==> config.mk <==
export PLATFORM = sky130hd
export DESIGN_NAME = memory_arbiter
export DESIGN_NICKNAME = d
export VERILOG_FILES = /design/src/rtl/memory_arbiter.sv
export SDC_FILE = /design/constraint.sdc
export NUM_CORES = 1
export LEC_CHECK = 0
export BUFFER_PORTS_ARGS = -buffer_cell sky130_fd_sc_hd__buf_2
export CAP_MARGIN = 20
export CELL_PAD_IN_SITES_DETAIL_PLACEMENT = 0
export CELL_PAD_IN_SITES_GLOBAL_PLACEMENT = 1
export CORE_ASPECT_RATIO = 0.6
export CORE_MARGIN = 1
export CORE_UTILIZATION = 18
export DETAILED_ROUTE_END_ITERATION = 10
export GPL_ROUTABILITY_DRIVEN = 0
export PLACE_DENSITY = 0.86
export SLEW_MARGIN = 20
export SYNTH_ARGS = -nofsm -noshare
export SYNTH_HDL_FRONTEND = slang
export SYNTH_SLANG_ARGS = --single-unit
==> constraint.sdc <==
create_clock -name CLK -period 4.6 [get_ports CLK]
set_clock_uncertainty 0.1 [all_clocks]
set_input_delay 0.23 -clock CLK [delete_from_list [all_inputs] [get_ports CLK]]
set_output_delay 0.23 -clock CLK [all_outputs]
set_load 0.005 [all_outputs]
==> src/rtl/memory_arbiter.sv <==
// Shared single-port RAM arbiter between instruction fetch and data load/store.
// When both sides request, they alternate. The bus is released on completion, on abort or on timeout.
module memory_arbiter #(
  parameter int unsigned TIMEOUT = 64
) (
  input  logic        CLK,
  input  logic        nRST,
  input  logic        iREN,
  input  logic [31:0] iaddr,
  output logic        ihit,
  output logic [31:0] iload,
  input  logic        dREN,
  input  logic        dWEN,
  input  logic [31:0] daddr,
  input  logic [31:0] dstore,
  output logic        dhit,
  output logic [31:0] dload,
  output logic        ramREN,
  output logic        ramWEN,
  output logic [31:0] ramaddr,
  output logic [31:0] ramstore,
  input  logic [31:0] ramload,
  input  logic        ramready,
  output logic        err
);

  typedef enum logic [1:0] {
    IDLE = 2'd0,
    IACC = 2'd1,
    DACC = 2'd2
  } state_t;

  localparam logic [7:0] TMAX = 8'(TIMEOUT - 1);

  state_t      state_r;
  logic        last_r;   // 1'b1 when the most recent grant went to the data side
  logic [7:0]  cnt_r;
  logic        err_r;
  logic        dreq_s;
  logic        iown_s;
  logic        down_s;
  logic        tmo_s;

  assign iload = ramload;
  assign dload = ramload;
  assign err   = err_r;

  // RAM strobes, hits and timeout detect decoded from the owner and its live request
  always_comb begin
    dreq_s   = dREN | dWEN;
    iown_s   = (state_r == IACC) && iREN;
    down_s   = (state_r == DACC) && dreq_s;
    ramREN   = 1'b0;
    ramWEN   = 1'b0;
    ramaddr  = 32'h0000_0000;
    ramstore = 32'h0000_0000;
    if (iown_s) begin
      ramREN  = 1'b1;
      ramaddr = iaddr;
    end else if (down_s) begin
      ramaddr = daddr;
      if (dWEN) begin
        ramWEN   = 1'b1;
        ramstore = dstore;
      end else begin
        ramREN = 1'b1;
      end
    end else begin
      ramREN = 1'b0;
    end
    ihit  = iown_s & ramready;
    dhit  = down_s & ramready;
    tmo_s = (iown_s | down_s) & ~ramready & (cnt_r == TMAX);
  end

  // Arbitration FSM, wait counter and sticky timeout flag
  always_ff @(posedge CLK or negedge nRST) begin
    if (!nRST) begin
      state_r <= IDLE;
      last_r  <= 1'b0;
      cnt_r   <= 8'h00;
      err_r   <= 1'b0;
    end else begin
      if (tmo_s) begin
        err_r <= 1'b1;
      end else begin
        err_r <= err_r;
      end
      case (state_r)
        IDLE: begin
          cnt_r <= 8'h00;
          if (dreq_s && iREN) begin
            if (last_r) begin
              state_r <= IACC;
              last_r  <= 1'b0;
            end else begin
              state_r <= DACC;
              last_r  <= 1'b1;
            end
          end else if (dreq_s) begin
            state_r <= DACC;
            last_r  <= 1'b1;
          end else if (iREN) begin
            state_r <= IACC;
            last_r  <= 1'b0;
          end else begin
            state_r <= IDLE;
          end
        end
        IACC, DACC: begin
          // An abort, a completion or a timeout each release the bus for one idle cycle.
          if (!(iown_s || down_s) || ramready || tmo_s) begin
            state_r <= IDLE;
            cnt_r   <= 8'h00;
          end else begin
            cnt_r <= cnt_r + 8'h01;
          end
        end
        default: begin
          state_r <= IDLE;
          cnt_r   <= 8'h00;
        end
      endcase
    end
  end

endmodule

## After elaboration in Yosys (flattened, before gate mapping)

Cells that the tools add are included.

| word-level totals | value |
|---|---|
| flip-flop bits (word level) | 12 |
| input port bits | 134 |
| output and inout bits | 133 |
| word-level logic and storage cells | 50 |

| operators by class | value |
|---|---|
| add/subtract/negate cells | 1 |
| eq/ne operators | 4 |
| bitwise gates (word level) | 7 |
| reduce and logical (&&, ||, !) cells | 11 |
| mux-type cells | 23 |

Operator list:

| cell | count |
|---|---|
| 32-bit two-way mux | 5 |
| 8-bit two-way mux | 2 |
| 1-bit two-way mux | 11 |
| 8-bit by 1-bit adder with 8-bit output (second input constant) | 1 |
| 8-bit by 6-bit == test with 1-bit output (second input constant) | 1 |
| 2-bit two-way mux | 4 |
| 1-bit AND | 4 |
| 2-bit one-hot mux with 2 select lines | 1 |
| 1-bit logical AND | 3 |
| 1-bit logical OR | 3 |
| 3-bit nonzero test | 1 |
| 2-bit by 1-bit == test with 1-bit output (second input constant) | 1 |
| 2-bit == test (second input constant) | 1 |
| 2-bit zero test | 1 |
| 2-bit inequality test (second input constant) | 1 |
| 1-bit bitwise OR | 2 |
| 2-bit AND reduction | 1 |
| 2-bit OR reduction | 1 |
| 1-bit zero test | 1 |
| 1-bit inverter | 1 |

## Depth between registers and ports, before layout

Gate-level depths: netlist (run 1).

| depth | value |
|---|---|
| depth in word-level cells | 8 |
| gate-level depth with buffers | 7 |
| gate-level depth less buffers | 6 |

## Worst setup path before layout (run 1)

OpenSTA, ideal clock, no wires.

| timing path | value |
|---|---|
| path kind | reg-to-reg |
| start point | register cnt_r[0] |
| end point | register state_r[1] |
| buffers on the path | 0 |
| required time | 4375 ps |
| stages on the path, launching flop included | 6 |
| arrival | 1551 ps |
| slack | 2824 ps |
| clock period less this slack | 1776 ps |
| setup time | 125 ps |
| cell sequence | dfrtp_1 -> ha_1 -> and3_4 -> nand3_4 -> o311ai_4 -> mux2_4 |

| on the way | value |
|---|---|
| longest elaborated chain between the ends | 4 |

Ends and longest elaborated chain:

| what | line | RTL |
|---|---|---|
| start: declaration | 37 | `logic [7:0] cnt_r;` |
| start signal: assignment | 116 | `cnt_r <= cnt_r + 8'h01;` |
| 8-bit by 6-bit == test with 1-bit output | 73 | `tmo_s = (iown_s \| down_s) & ~ramready & (cnt_r == TMAX);` |
| 1-bit AND | 73 |  |
| 1-bit logical OR | 112 | `if (!(iown_s \|\| down_s) \|\| ramready \|\| tmo_s) begin` |
| 2-bit inequality test (no line) | - |  |
| end signal: assignment | 79 | `state_r <= IDLE;` |
| end signal: assignment | 113 | `state_r <= IDLE;` |
| end signal: assignment | 120 | `state_r <= IDLE;` |
| end: declaration | 35 | `state_t state_r;` |

Every way passes these cells.
A chain may end at the register's enable or synchronous reset.

## Worst setup path in the final report (run 1)

| timing path | value |
|---|---|
| start point | register state_r[1] |
| end point | output ramaddr[15] |

| on the way | value |
|---|---|
| longest elaborated chain between the ends | 4 |
| elaborated cells on any way between the ends | 6 |
| those cells by class | eq/ne (2); mux (2); reduce/logical (2) |

Ends and longest elaborated chain:

| what | line | RTL |
|---|---|---|
| start signal: assignment | 79 |  |
| start signal: assignment | 94 | `state_r <= IACC;` |
| start signal: assignment | 97 | `state_r <= DACC;` |
| 2-bit == test | 52 | `down_s = (state_r == DACC) && dreq_s;` |
| 1-bit logical AND | 52 |  |
| 32-bit two-way mux | 60 | `end else if (down_s) begin` |
| 32-bit two-way mux (*) | 57 | `if (iown_s) begin` |
| end: declaration | 20 | `output logic [31:0] ramaddr,` |

Mark *: on every way between the ends. The rest lies on a longest branch, timed or not.

==> results.json, run 1 <==
{
  "track_usage": 0.100,
  "first_global_vias": 1579,
  "antenna_found_initial": 0,
  "cts_tree": "done",
  "netSwitchingFraction": 0.371,
  "cp-start-kind": "flip-flop",
  "synth.distinct_cells": 26,
  "syn_avg_cell_area_sq_um": 8.26,
  "route.detailed.drc": 14,
  "drt_iter0_markers": 127,
  "syn_inst": 199,
  "n_antenna_cell": 0,
  "powerDensity_nw_per_um2": 330,
  "initial_core_util": 0.189,
  "fin_util": 0.254,
  "ios": 267,
  "slew-limit-headroom": 0.489,
  "clock_latency_ps": 240,
  "vias_per_cell": 4.14,
  "fmax_mhz": 384,
  "num_rows": 26,
  "wl_mm": 5.16,
  "synth_area_sq_um": 1640,
  "report.final.hold_viol_count": 0,
  "slew_violations": 0,
  "criticalPathCategory": "reg -> out",
  "hp-class": "in -> reg",
  "die_area_sq_um": 9530,
  "final_area_sq_um": 2210,
  "cts.htree.levels": 1,
  "final.min_clock_period_ps": 2600,
  "pwr-share-seq": 0.180,
  "tightestPinTransition_ps": 767,
  "clkSlewWorstSetupHoldPaths_ps": 40,
  "first_pass_iters": 8,
  "p_clk_frac": 0.213,
  "pre_cts_slack_ps": 1630,
  "cts_resized": 0,
  "drv_cap": 0,
  "setup_viol": 0,
  "overflow": 0,
  "dieHeight_microns": 76.0,
  "ctsLongestPathBuffers": 2,
  "cp.required_ps": 4270,
  "grt_setup_unrepaired": "no",
  "leakagePower_uw": 0.00132,
  "yosysTopAreaCell": "buf_4",
  "nNetsFinal": 439,
  "grt_max_degree": 34,
  "cp-end-kind": "primary output",
  "cts_sinks": 12,
  "fin_ws_ps": 2000,
  "fin_setup_tns_ps": 0,
  "arrival_ps": 2270,
  "coreArea_sq_um": 8690,
  "synth_top_area_frac": 0.292,
  "cts_buffers": 3,
  "die_w_microns": 125,
  "yosysSeqAreaShare": 0.183,
  "dp_hpwl_mm": 4.34,
  "clockRootBuffer": "clkbuf_16",
  "fill_cells": 957,
  "period_share": 0.566,
  "ant_nets": 0,
  "dpl-instance-area_sq_um": 2120,
  "synth_seq_cells": 12,
  "layout-drive-gt1-share": 0.602,
  "intPower_uw": 459,
  "ir_drop_v": 0.000161,
  "combPwrFrac": 0.608,
  "syn2layout_area_growth_pct": 34.2,
  "yosys_warnings": 0,
  "grt_pass1_wl_mm": 7.78,
  "synth.net_count": 337,
  "crit_fanout": 33,
  "outcome": "complete, but fails checks",
  "netlist_top_cells_area": "buf_4 29%, dfrtp_1 18%, a22o_1 17%",
  "violations": "DRC",
  "routedWlPerCell_microns": 12.6,
  "switching_power_uw": 270,
  "vias": 1701,
  "portBuffers": 170
}
-- kinds of logic (layout without fill, tap and decap cells) --
| kind of cell | after synthesis | count (layout) | share of synthesized area |
|---|---|---|---|
| AO/OA/AOI/OAI | 41 | 41 | 0.214 |
| multiplexers | 2 | 2 | 0.0152 |
| flip-flops | 12 | 12 | 0.183 |
| XOR/XNOR | 6 | 6 | 0.0320 |
| buffers and inverters | 78 | 178 | 0.326 |
| adder cells (fa/ha/maj) | 4 | 4 | 0.0304 |
| AND/OR/NAND/NOR | 56 | 56 | 0.199 |
-- state kept, by name (all words and copies together) (netlist names) --
register  count
cnt_r         8
last_r        1
err           1
state_r       2
-- cells in the final DEF, fill, tap and decap left out, drive strengths merged --
cell	count
nand4	1
and2	33
o311ai	1
a21o	1
and4	1
nor2	12
and3	2
dfrtp	12
a21oi	2
nand2	4
o21bai	1
clkbuf	3
ha	4
nand3	2
dlygate4sd3	1
mux2i	1
inv	4
o21ai	4
xnor2	2
a22o	32
nor3	1
buf	170
xor2	4
mux2	1
-- worst paths after layout --
path / startpoint / to / slack [ps] / cells past startpoint
worst max register to register: state_r[0] / state_r[1] / 2550 / 6
worst max-delay path: state_r[1] / ramaddr[15] / 2000 / 6
worst min-delay path: iREN / last_r / 250 / 4
min in group asynchronous: nRST / cnt_r[0] / 300 / 2
max in group asynchronous: nRST / last_r / 3880 / 2
worst min register to register: err / err / 350 / 1
-- area by class of cell --
class	count	area (sq um)	area share
Sequential cell	12	300	0.136
Timing Repair Buffer	171	861	0.390
Inverter	4	15.0	0.00680
Multi-Input combinational cell	109	816	0.370
Clock buffer	3	75.1	0.0340
Tap cell	112	140	0.0635
-- synth_stat cells (all sizes together) --
cell and instances:
a21o 1, a21oi 2, a22o 32, and2 33
and3 2, and4 1, buf 67, clkbuf 7
dfrtp 12, ha 4, inv 4, mux2 1
mux2i 1, nand2 4, nand3 2, nand4 1
nor2 12, nor3 1, o21ai 4, o21bai 1
o311ai 1, xnor2 2, xor2 4
-- worst max-delay path: stages, from the launching register on --
cell     delay, ps
dfrtp_1        360
inv_1           70
ha_1           180
and2_2         380
nor2_4         630
a22o_1         270
buf_2          130
-- power groups by stage --
stage / Clock (uW) / Sequential [uW] / Combinational, uW
after floorplan: 0 / 130 / 293
after detailed placement: 0 / 133 / 442
after global placement: 0 / 131 / 433
after CTS: 161 / 131 / 444
final: 155 / 131 / 443
after global routing: 167 / 133 / 492
-- per-layer routing --
metal	wire length (microns)	share of wire	global-route usage
met1	2160	0.42	0.122
met2	2290	0.44	0.152
met3	654	0.13	0.0583
met4	54	0.010	0.0220
met5	0	0	0
-- stage by stage --
step / total power, uW / cells / hold WS, ps
5_1_grt: 792 / 411 / 272
3_3_place_gp: 565 / 407 / 22.6
6_report: 729 / 411 / 254
3_5_place_dp: 574 / 407 / 30.2
4_1_cts: 736 / 411 / 251
2_1_floorplan: 423 / 199 / -166
-- repair_timing --
action                                 CTS  global route
setup buffers                            0             0
endpoints found under the hold margin   12             0
hold buffers                             1             0
Power figures use the tool's default switching activity.
==> run 2: changes to the inputs <==
--- a/config.mk
+++ b/config.mk
@@ -11,10 +11,10 @@
 export CELL_PAD_IN_SITES_GLOBAL_PLACEMENT = 1
 export CORE_ASPECT_RATIO = 0.6
 export CORE_MARGIN = 1
-export CORE_UTILIZATION = 18
+export CORE_UTILIZATION = 17
 export DETAILED_ROUTE_END_ITERATION = 10
 export GPL_ROUTABILITY_DRIVEN = 0
-export PLACE_DENSITY = 0.86
+export PLACE_DENSITY = 0.82
 export SLEW_MARGIN = 20
 export SYNTH_ARGS = -nofsm -noshare
 export SYNTH_HDL_FRONTEND = slang
==> constraint.sdc (replaced) <==
create_clock -name CLK -period 2.65 [get_ports CLK]
set_clock_uncertainty 0.1 [all_clocks]
set_input_delay 0.1325 -clock CLK [delete_from_list [all_inputs] [get_ports CLK]]
set_output_delay 0.1325 -clock CLK [all_outputs]
set_load 0.005 [all_outputs]
==> results.json, run 2 (synthesis gave the netlist of run 1 again) <==
{
  "ctsLongestPathBuffers": 2,
  "final.min_clock_period_ps": 2200,
  "ios": 267,
  "grt_setup_unrepaired": "no",
  "wl_met3_microns": 709,
  "report.final.hold_viol_count": 0,
  "drv_cap": 0,
  "cts_sinks": 12,
  "dp_hpwl_mm": 4.91,
  "arrival_ps": 1960,
  "nNetsFinal": 442,
  "mostFrequentLayoutCell": "buf_2",
  "routedWlPerCell_microns": 13.8,
  "route.detailed.drc": 0,
  "mostFrequentLayoutCells": "170 x buf_2, 33 x and2_1, 32 x a22o_1",
  "cts_buffers": 3,
  "largest_register_ffs": 8,
  "reg_top3": "cnt_r x8, state_r x2",
  "leakagePower_uw": 0.00134,
  "first_global_vias": 1682,
  "portBuffers": 170,
  "clkSlewWorstSetupHoldPaths_ps": 40,
  "crit_fanout": 26,
  "period_share": 0.829,
  "overflow": 0,
  "regMostFlops": "cnt_r",
  "cts_resized": 0,
  "drt_iter0_markers": 64,
  "tightestPinTransition_ps": 530,
  "wl_mm": 5.96,
  "die_w_microns": 129,
  "setup_viol": 0,
  "fmax_mhz": 455,
  "first_pass_iters": 4,
  "cts_tree": "done",
  "pre_cts_slack_ps": 654,
  "vias_per_cell": 3.99,
  "wl_met1_mm": 2.79,
  "cp-end-kind": "primary output",
  "layout-drive-gt1-share": 0.603,
  "syn2layout_area_growth_pct": 37.4,
  "n_antenna_cell": 0,
  "clockRootBuffer": "clkbuf_16",
  "grt_pass1_wl_mm": 8.45,
  "slew-limit-headroom": 0.646,
  "hp-class": "in -> reg",
  "ir_drop_v": 0.000271,
  "vias": 1722,
  "top_layer_used": "met4",
  "grt_max_degree": 34,
  "track_usage": 0.108,
  "fill_cells": 1024,
  "num_rows": 27,
  "fin_ws_ps": 453,
  "cp-start-kind": "flip-flop",
  "wl_met2_mm": 2.43,
  "clock_latency_ps": 240,
  "powerDensity_nw_per_um2": 582,
  "criticalPathCategory": "reg -> out",
  "outcome": "finished clean",
  "slew_violations": 0,
  "die_area_sq_um": 10100,
  "initial_core_util": 0.177,
  "holdWs_ps": 136,
  "coreArea_sq_um": 9290,
  "fin_setup_tns_ps": 0,
  "ant_nets": 0,
  "antenna_found_initial": 0,
  "cp.required_ps": 2420,
  "cts.htree.levels": 1,
  "dieHeight_microns": 78.2
}
-- run 2: changes by cell type in the layout (fill, tap and decap cells not counted) --
cell / delta
buf_12: +1
nor2_2: +1
buf_4: +2
and2_1: +1
nor2_4: -1
and2_2: -1
-- run 2: through the flow --
step / std cells / power (uW) / util / instance area, sq um
after floorplan: 199 / 735 / - / 1640
after global placement: 428 / 1040 / 0.234 / 2170
after detailed placement: 428 / 1050 / 0.234 / 2170
after CTS: 432 / 1330 / 0.243 / 2260
after global routing: 432 / 1420 / 0.243 / 2260
final: 432 / 1320 / 0.243 / 2260
-- run 2: where the power goes --
part | total, uW | leakage, uW | switching, uW | internal (uW)
Clock | 267 | 0.0000370 | 70.7 | 196
Combinational | 819 | 0.00114 | 400 | 419
Sequential | 229 | 0.000163 | 20.4 | 209
Total | 1320 | 0.00134 | 491 | 824
-- run 2: final timing paths --
path,startpoint,end,slack [ps],depth (start not counted)
setup / recovery,state_r[0],ramaddr[29],450,7
hold / removal,iREN,last_r,140,4
setup reg to reg,state_r[0],state_r[1],670,6
hold reg to reg,err,err,360,1
max in group asynchronous,nRST,cnt_r[0],2030,2
min in group asynchronous,nRST,last_r,200,2
-- run 2: area by class of cell --
type | instances | area [sq um] | area share
Clock buffer | 3 | 75.1 | 0.0332
Inverter | 4 | 15.0 | 0.00665
Multi-Input combinational cell | 109 | 810 | 0.358
Sequential cell | 12 | 300 | 0.133
Tap cell | 130 | 163 | 0.0720
Timing Repair Buffer | 174 | 896 | 0.397
-- run 2: worst max-delay path, stage by stage, from the launching register on --
cell and delay, ps:
dfrtp_1 370, inv_1 100, ha_1 160, o21ai_0 170, nor2_2 370, buf_12 230
a22o_1 190, buf_2 130
-- run 2: what timing repair did --
action,in CTS,in global routing
setup buffers,0,0
hold buffers,1,0
endpoints found under the hold margin,12,0
-- run 2: per-layer routing --
layer / vias to the layer above / global-route usage
met1: 773 / 0.149
li1: 817 / -
met4: 0 / 0.0141
met5: - / 0
met3: 8 / 0.0511
met2: 124 / 0.152
